===== config.mk =====
export PLATFORM = sky130hd
export DESIGN_NAME = instr_prefetch_queue
export DESIGN_NICKNAME = d
export VERILOG_FILES = /design/src/rtl/instr_prefetch_queue.sv
export SDC_FILE = /design/constraint.sdc
export NUM_CORES = 1
export LEC_CHECK = 0
export BUFFER_PORTS_ARGS = -buffer_cell sky130_fd_sc_hd__buf_2
export CAP_MARGIN = 30
export CORE_UTILIZATION = 45
export CTS_BUF_LIST = sky130_fd_sc_hd__clkbuf_8
export DETAILED_ROUTE_END_ITERATION = 6
export GPL_ROUTABILITY_DRIVEN = 1
export SETUP_SLACK_MARGIN = 0.02
export SLEW_MARGIN = 25
export SYNTH_ARGS = -nofsm -noshare
export SYNTH_HDL_FRONTEND = slang
export SYNTH_SLANG_ARGS = --single-unit

===== constraint.sdc =====
create_clock -name clk -period 2.9 [get_ports clk]
set_input_delay 0.29 -clock clk [delete_from_list [all_inputs] [get_ports clk]]
set_output_delay 0.29 -clock clk [all_outputs]
set_load 0.02 [all_outputs]

===== src/rtl/instr_prefetch_queue.sv =====
// Instruction prefetch queue: fetches four bytes per opcode over the byte-wide
// MMU port, assembles them big-endian and queues opcode/PC pairs for decode.
module instr_prefetch_queue #(
  parameter int unsigned DEPTH      = 4,
  parameter int unsigned ADDR_WIDTH = 32
) (
  input  logic                  clk,
  input  logic                  reset,
  input  logic                  redirect,
  input  logic [ADDR_WIDTH-1:0] redirect_pc,
  output logic [ADDR_WIDTH-1:0] mem_addr,
  output logic                  mem_request,
  input  logic [7:0]            mem_data,
  input  logic                  mem_busy,
  output logic                  out_valid,
  output logic [31:0]           out_opcode,
  output logic [ADDR_WIDTH-1:0] out_pc,
  input  logic                  out_ready
);

  localparam int unsigned PW = $clog2(DEPTH);
  localparam int unsigned CW = $clog2(DEPTH + 1);

  typedef enum logic [1:0] {S_IDLE, S_ISSUE, S_WAIT} state_e;

  state_e                state_q, state_d;
  logic [ADDR_WIDTH-1:0] fetch_pc_q, fetch_pc_d;
  logic [ADDR_WIDTH-1:0] addr_q, addr_d;
  logic [1:0]            byte_idx_q, byte_idx_d;
  logic [23:0]           partial_q, partial_d;
  logic [PW-1:0]         head_q, head_d, tail_q, tail_d;
  logic [CW-1:0]         count_q, count_d;
  logic                  drop_q, drop_d;
  logic                  first_q, first_d;
  logic [31:0]           opc_q [DEPTH];
  logic [ADDR_WIDTH-1:0] pc_q  [DEPTH];
  logic                  push, pop;
  logic [CW-1:0]         count_after_pop;

  assign out_valid  = (count_q != '0);
  assign out_opcode = opc_q[head_q];
  assign out_pc     = pc_q[head_q];

  always_comb begin
    state_d         = state_q;
    fetch_pc_d      = fetch_pc_q;
    addr_d          = addr_q;
    byte_idx_d      = byte_idx_q;
    partial_d       = partial_q;
    head_d          = head_q;
    tail_d          = tail_q;
    drop_d          = drop_q;
    first_d         = first_q;
    push            = 1'b0;
    mem_request     = 1'b0;
    mem_addr        = addr_q;
    pop             = out_valid && out_ready;
    count_after_pop = count_q - CW'(pop);

    case (state_q)
      S_IDLE: begin
        if (!redirect && (count_after_pop < CW'(DEPTH))) begin
          state_d    = S_ISSUE;
          byte_idx_d = '0;
        end
      end
      S_ISSUE: begin
        // A redirect here cannot cancel the strobe; the byte is dropped in WAIT.
        mem_request = 1'b1;
        mem_addr    = fetch_pc_q + ADDR_WIDTH'(byte_idx_q);
        addr_d      = mem_addr;
        first_d     = 1'b1;
        state_d     = S_WAIT;
        if (redirect) drop_d = 1'b1;
      end
      S_WAIT: begin
        first_d = 1'b0;
        if (!first_q && !mem_busy) begin
          if (drop_q || redirect) begin
            drop_d  = 1'b0;
            state_d = S_IDLE;
          end else if (byte_idx_q != 2'd3) begin
            partial_d  = {partial_q[15:0], mem_data};
            byte_idx_d = byte_idx_q + 2'd1;
            state_d    = S_ISSUE;
          end else begin
            push       = 1'b1;
            fetch_pc_d = fetch_pc_q + ADDR_WIDTH'(4);
            byte_idx_d = '0;
            partial_d  = '0;
            state_d    = S_IDLE;
          end
        end else if (redirect) begin
          drop_d = 1'b1;
        end
      end
      default: state_d = S_IDLE;
    endcase

    if (push) tail_d = tail_q + PW'(1);
    if (pop)  head_d = head_q + PW'(1);
    count_d = count_q + CW'(push) - CW'(pop);

    // Redirect overrides queue bookkeeping; FSM progress above is kept.
    if (redirect) begin
      push       = 1'b0;
      count_d    = '0;
      head_d     = '0;
      tail_d     = '0;
      fetch_pc_d = redirect_pc & ~ADDR_WIDTH'(3);
      byte_idx_d = '0;
      partial_d  = '0;
    end
  end

  always_ff @(posedge clk) begin
    if (reset) begin
      state_q    <= S_IDLE;
      fetch_pc_q <= '0;
      addr_q     <= '0;
      byte_idx_q <= '0;
      partial_q  <= '0;
      head_q     <= '0;
      tail_q     <= '0;
      count_q    <= '0;
      drop_q     <= 1'b0;
      first_q    <= 1'b0;
    end else begin
      state_q    <= state_d;
      fetch_pc_q <= fetch_pc_d;
      addr_q     <= addr_d;
      byte_idx_q <= byte_idx_d;
      partial_q  <= partial_d;
      head_q     <= head_d;
      tail_q     <= tail_d;
      count_q    <= count_d;
      drop_q     <= drop_d;
      first_q    <= first_d;
    end
  end

  always_ff @(posedge clk) begin
    if (reset) begin
      opc_q <= '{default: '0};
      pc_q  <= '{default: '0};
    end else if (push) begin
      opc_q[tail_q] <= {partial_q, mem_data};
      pc_q[tail_q]  <= fetch_pc_q;
    end
  end

endmodule


==> results.json, run 1 <==
{
  "fmax_ghz": 0.389,
  "yosys_warnings": 0,
  "grt_pass1_vias": 11700,
  "firstDrtPassIters": 5,
  "path_delay_family": "flip-flops",
  "endpoint_kind": "output port",
  "clockBufferDepth": 3,
  "stdcell_count": 2285,
  "preCtsSetupSlack_ns": 0.382,
  "wl_met2_um": 19400,
  "worst_pin_slew_ns": 0.921,
  "clk_latency_ns": 0.59,
  "wl_met3_um": 2300,
  "fin_area_mm2": 0.0172,
  "power_density_mw_per_mm2": 595,
  "fin_worst_skew_ns": 0.0247,
  "synth.top_cell.area_share_pct": 47.3,
  "slowest_stage": "dfxtp_4",
  "die_w_um": 183,
  "comb_power_share_pct": 9.4,
  "io_pins": 143,
  "critPathKind": "reg -> out",
  "start_kind": "flip-flop",
  "dpl.cell_count": 2152,
  "yosysTopAreaCell": "dfxtp_1",
  "avgViaCountPerCell": 5.34,
  "power_mw": 10.2,
  "ir_drop_v": 0.000420,
  "wl_per_cell_um": 17.6,
  "antenna_found_initial": 1,
  "grt_max_degree": 172,
  "syn-mean-instance-area_um2": 8.67,
  "synthCells": 1696,
  "critical_path_peak_fanout": 24,
  "die_h_um": 183,
  "finalHoldViolations": 0,
  "swShare_pct": 25.2,
  "final_core_util_pct": 53.9,
  "maxCapViolations": 0,
  "track_usage_pct": 24.0,
  "gp_routability_congestion": 0.768,
  "highest_layer": "met4",
  "vias": 12200,
  "fin_crit_ns": 2.57,
  "arrival_ns": 2.28,
  "maxSlewHeadroom_pct": 38.6,
  "clkPwrFrac_pct": 42.0,
  "ys_types": 52,
  "ys_seq_area_share_pct": 47.3,
  "antenna_left": 0,
  "power.internal_mw": 7.64,
  "final_nets": 1864,
  "hold_path.class": "in -> reg",
  "rows": 65,
  "drt-total-wl_um": 40200,
  "fillers": 3012,
  "grt_pass1_wl_um": 63300,
  "final_layout_size_suffix_gt1_share_pct": 20.6,
  "dp_hpwl_um": 23100,
  "cts_tree": "built",
  "synth.top_cells.by_count": "548 x nand2_1, 347 x dfxtp_1, 282 x a21oi_1",
  "whs_ns": 0.0458,
  "synthTopCellsByArea": "dfxtp_1 47%, nand2_1 14%, a21oi_1 9.6%",
  "cts_buffers": 57,
  "synthFlopType": "dfxtp_1",
  "cts_resized": 0,
  "initial_core_util_pct": 46.1,
  "synth_edf_count": 0,
  "setup_tns_ns": 0,
  "reg2reg_slack_ns": 0.34,
  "htree_levels": 2,
  "rsz0062_at_grt": "no",
  "drt_iter0_drc": 834,
  "netlist_area_mm2": 0.0147,
  "area_delta_synth_final_pct": 16.8,
  "pwr-share-seq_pct": 48.6,
  "setup_ws_ns": 0.328,
  "yosysMostFrequentCell": "nand2_1",
  "placed_cell_area_mm2": 0.0157,
  "ys_ff_latch": 347,
  "async_flop_share_pct": 0,
  "post-route-period-util_pct": 88.7,
  "switchingPower_mw": 2.57,
  "max_stage_delay_ns": 0.63,
  "port_buffers": 138,
  "p_leak_nw": 6.10,
  "grt-ovfl-total": 0,
  "drv_slew": 0,
  "root_buffer": "clkbuf_8",
  "drc": 0,
  "status": "finished, final reports clean",
  "setup_viol": 0,
  "cts_sinks": 347,
  "cp.buffers_inverters": 2,
  "critPathRequiredTime_ns": 2.61,
  "path_clk_slew_ns": 0.06,
  "core_area_mm2": 0.0319,
  "die_area_mm2": 0.0334,
  "crit_chain": "buf_12 -> mux4_2 -> buf_2",
  "m1WireLength_um": 17800
}
[cells in the final DEF (no fill, tap or decap), types with 16 or more instances in the layout]
cell type	synthesis	routed
clkbuf_8	0	78
nand3_1	39	39
a21oi_1	282	282
dfxtp_1	347	345
nand2_1	548	548
xnor2_1	17	17
buf_2	68	137
nor2_1	31	31
mux4_2	62	62
inv_1	12	31
nor2b_1	32	32
dlygate4sd3_1	0	30
nand4_1	18	18
a211oi_1	16	16
mux2_2	32	32
buf_4	3	25
[per-layer routing]
| metal | vias to the layer above | global-route usage (%) |
|---|---|---|
| met1 | 5850 | 31.9 |
| li1 | 5929 | - |
| met4 | 0 | 6.82 |
| met5 | - | 0 |
| met3 | 61 | 3.30 |
| met2 | 370 | 40.6 |
[final timing paths]
| kind | startpoint | end | depth (start not counted) |
|---|---|---|---|
| max | head_q[0] | out_pc[7] | 3 |
| min | redirect_pc[23] | fetch_pc_q[23] | 3 |
| max reg2reg | state_q[0] | opc_q[32] | 9 |
| min reg2reg | pc_q[49] | pc_q[49] | 2 |
[registers in the layout, indices dropped and copies added, names as in the netlist]
signal,cells
addr_q,32
byte_idx_q,2
count_q,3
drop_q,1
fetch_pc_q,30
first_q,1
head_q,2
opc_q,128
partial_q,24
pc_q,120
state_q,2
tail_q,2
[cell families after synthesis]
family | Yosys count | synth area share (%)
other | 1 | 0.0255
AOI/OAI and AO/OA | 320 | 11.4
buffers and inverters | 169 | 4.97
adders and majority gates | 13 | 1.16
xor gates and xnor gates | 32 | 1.91
muxes | 96 | 12.1
DFF | 347 | 47.3
and+or+nand+nor | 718 | 21.2
[layout make-up]
class / instances / area, um2 / share of cell area (%)
inverter: 15 / 56.3 / 0.328
clock buffer: 78 / 1070 / 6.25
tap: 435 / 544 / 3.17
antenna: 1 / 2.50 / 0.0146
timing repair buffer: 204 / 1410 / 8.20
sequential: 347 / 6950 / 40.5
clock inverter: 24 / 98.8 / 0.576
multi-input combinational: 1181 / 7030 / 41.0
[power by group through the flow]
stage | sequential (mW) | clock, mW | combinational (mW)
after global routing | 4.98 | 4.61 | 1.03
after detailed placement | 5.07 | 0 | 0.929
after floorplan | 5.00 | 0 | 0.706
after CTS | 4.97 | 4.37 | 0.963
final | 4.97 | 4.29 | 0.957
after global placement | 5.07 | 0 | 0.925
[worst register-to-register path: stages (launching register included)]
cell and delay, ns:
dfxtp_1 0.34, inv_1 0.09, ha_1 0.18, buf_4 0.16, or4b_4 0.54, nor2_4 0.28
and3_2 0.26, buf_12 0.35, nand2_1 0.14, a21oi_1 0.14
[what timing repair did]
item	CTS	global route
hold buffers	30	0
setup buffers	0	0
endpoints found under the hold margin	53	0
(Power assumes the default switching activity.)
==> run 2, diff against run 1 <==
Settings changed: CELL_PAD_IN_SITES_DETAIL_PLACEMENT from default to 0, CELL_PAD_IN_SITES_GLOBAL_PLACEMENT from default to 1, PLACE_DENSITY_LB_ADDON from default to 0.1.
==> run 2 against run 1 <==
Effect of this change: clock skew shrank 0.0073 ns; power grew 1.0%; first-iteration DRC count grew 1.7%; via count shrank 0.33%; combinational power grew 2.3%; routed wire length grew 3.7%.
==> results.json, run 2 (synthesized netlist as in run 1, its figures left out) <==
{
  "fin_crit_ns": 2.60,
  "worst_pin_slew_ns": 0.766,
  "antenna_found_initial": 1,
  "wl_per_cell_um": 18.1,
  "drt-total-wl_um": 41700,
  "critical_path_peak_fanout": 20,
  "drc": 0,
  "rows": 65,
  "final_layout_size_suffix_gt1_share_pct": 20.9,
  "path_clk_slew_ns": 0.06,
  "power_density_mw_per_mm2": 598,
  "firstDrtPassIters": 5,
  "ir_drop_v": 0.000369,
  "stdcell_count": 2298,
  "fmax_ghz": 0.384,
  "cts_sinks": 347,
  "final_nets": 1875,
  "reg2reg_depth": 9,
  "core_area_mm2": 0.0319,
  "hold_start": "redirect_pc[27]",
  "initial_core_util_pct": 46.1,
  "grt_pass1_wl_um": 65200,
  "drv_slew": 0,
  "hold_path.class": "in -> reg",
  "antenna_left": 0,
  "die_h_um": 183,
  "dpl.cell_count": 2160,
  "root_buffer": "clkbuf_8",
  "post-route-period-util_pct": 89.8,
  "port_buffers": 138,
  "track_usage_pct": 24.8,
  "reg2reg_slack_ns": 0.43,
  "io_pins": 143,
  "dp_hpwl_um": 23900,
  "endpoint_kind": "output port",
  "grt-ovfl-total": 0,
  "critPathRequiredTime_ns": 2.61,
  "p_leak_nw": 6.15,
  "status": "finished, final reports clean",
  "reg2reg_from": "state_q[0]",
  "die_w_um": 183,
  "finalHoldViolations": 0,
  "maxCapViolations": 0,
  "grt_pass1_vias": 11700,
  "r2r_end": "pc_q[124]",
  "drt_iter0_drc": 848,
  "clk_latency_ns": 0.60,
  "top_regs": "opc_q (128), pc_q (120), addr_q (32)",
  "start_kind": "flip-flop",
  "clockBufferDepth": 3,
  "die_area_mm2": 0.0334,
  "largest_reg_flops": 128,
  "critPathKind": "reg -> out",
  "layout_common_cells": "548 x nand2_1, 345 x dfxtp_1, 282 x a21oi_1",
  "area_delta_synth_final_pct": 17.3,
  "final_common_cell": "nand2_1",
  "arrival_ns": 2.31,
  "cts_tree": "built",
  "gp_routability_congestion": 0.778,
  "maxSlewHeadroom_pct": 48.9,
  "htree_levels": 2,
  "power_mw": 10.3,
  "setup_tns_ns": 0,
  "top_register": "opc_q",
  "cts_buffers": 58,
  "fin_worst_skew_ns": 0.0175,
  "setup_viol": 0,
  "avgViaCountPerCell": 5.30,
  "vias": 12200,
  "grt_max_degree": 83,
  "rsz0062_at_grt": "no",
  "worst_hold_path.endpoint": "fetch_pc_q[27]",
  "hold_depth": 4
}
==> run 2: power by group <==
group	switching [mW]	total [mW]	internal [mW]	leakage [nW]
combinational	0.565	0.979	0.413	2.65
clock	1.96	4.37	2.42	0.698
sequential	0.102	4.96	4.86	2.80
==> run 2: worst max path at each step <==
stage / start / end / slack (ns) / cells after the start
2_1_floorplan: state_q[0] / count_q[2] / 0.39 / 13
3_3_place_gp: state_q[0] / count_q[2] / 0.47 / 12
3_5_place_dp: state_q[0] / opc_q[76] / 0.44 / 9
4_1_cts: state_q[1] / mem_addr[9] / 0.26 / 5
5_1_grt: state_q[1] / mem_addr[14] / 0.19 / 5
6_report: state_q[1] / mem_addr[14] / 0.30 / 5
==> run 2: cell type report <==
cell class,instances,area [um2]
Fill cell,3024,14600
Multi-Input combinational cell,1181,7030
Sequential cell,347,6950
Timing Repair Buffer,214,1460
Clock buffer,76,1050
Tap cell,435,544
Clock inverter,29,145
Inverter,15,56.3
Antenna cell,1,2.50
==> run 2: per-stage QoR <==
| stage | cell area [um2] | hold slack [ns] | util [%] | setup slack [ns] |
|---|---|---|---|---|
| 2_1_floorplan | 14700 | 0.426 | - | 0.389 |
| 4_1_cts | 17200 | 0.0464 | 54.1 | 0.259 |
| 3_5_place_dp | 15700 | 0.444 | 49.3 | 0.445 |
| 6_report | 17200 | 0.0746 | 54.1 | 0.295 |
| 5_1_grt | 17200 | 0.0765 | 54.1 | 0.193 |
| 3_3_place_gp | 15700 | 0.439 | 49.3 | 0.472 |
==> run 2: what timing repair did <==
action,4_1_cts,5_1_grt
hold buffers,32,0
setup buffers,0,0
gates resized for setup,0,0
endpoints found under the hold margin,62,0
==> run 2: per-layer routing <==
metal / vias up / share of wire (%) / GRT usage [%]
met5: - / 0 / 0
met4: 0 / 1.9 / 7.23
met3: 62 / 5.2 / 3.20
met2: 342 / 48 / 41.5
met1: 5818 / 45 / 33.6
li1: 5948 / - / -
==> run 2: critical path: stages, from the launching register on <==
cell,delay [ns]
dfxtp_1,0.34
inv_1,0.08
ha_2,0.51
buf_12,0.24
mux2_2,0.37
buf_2,0.16
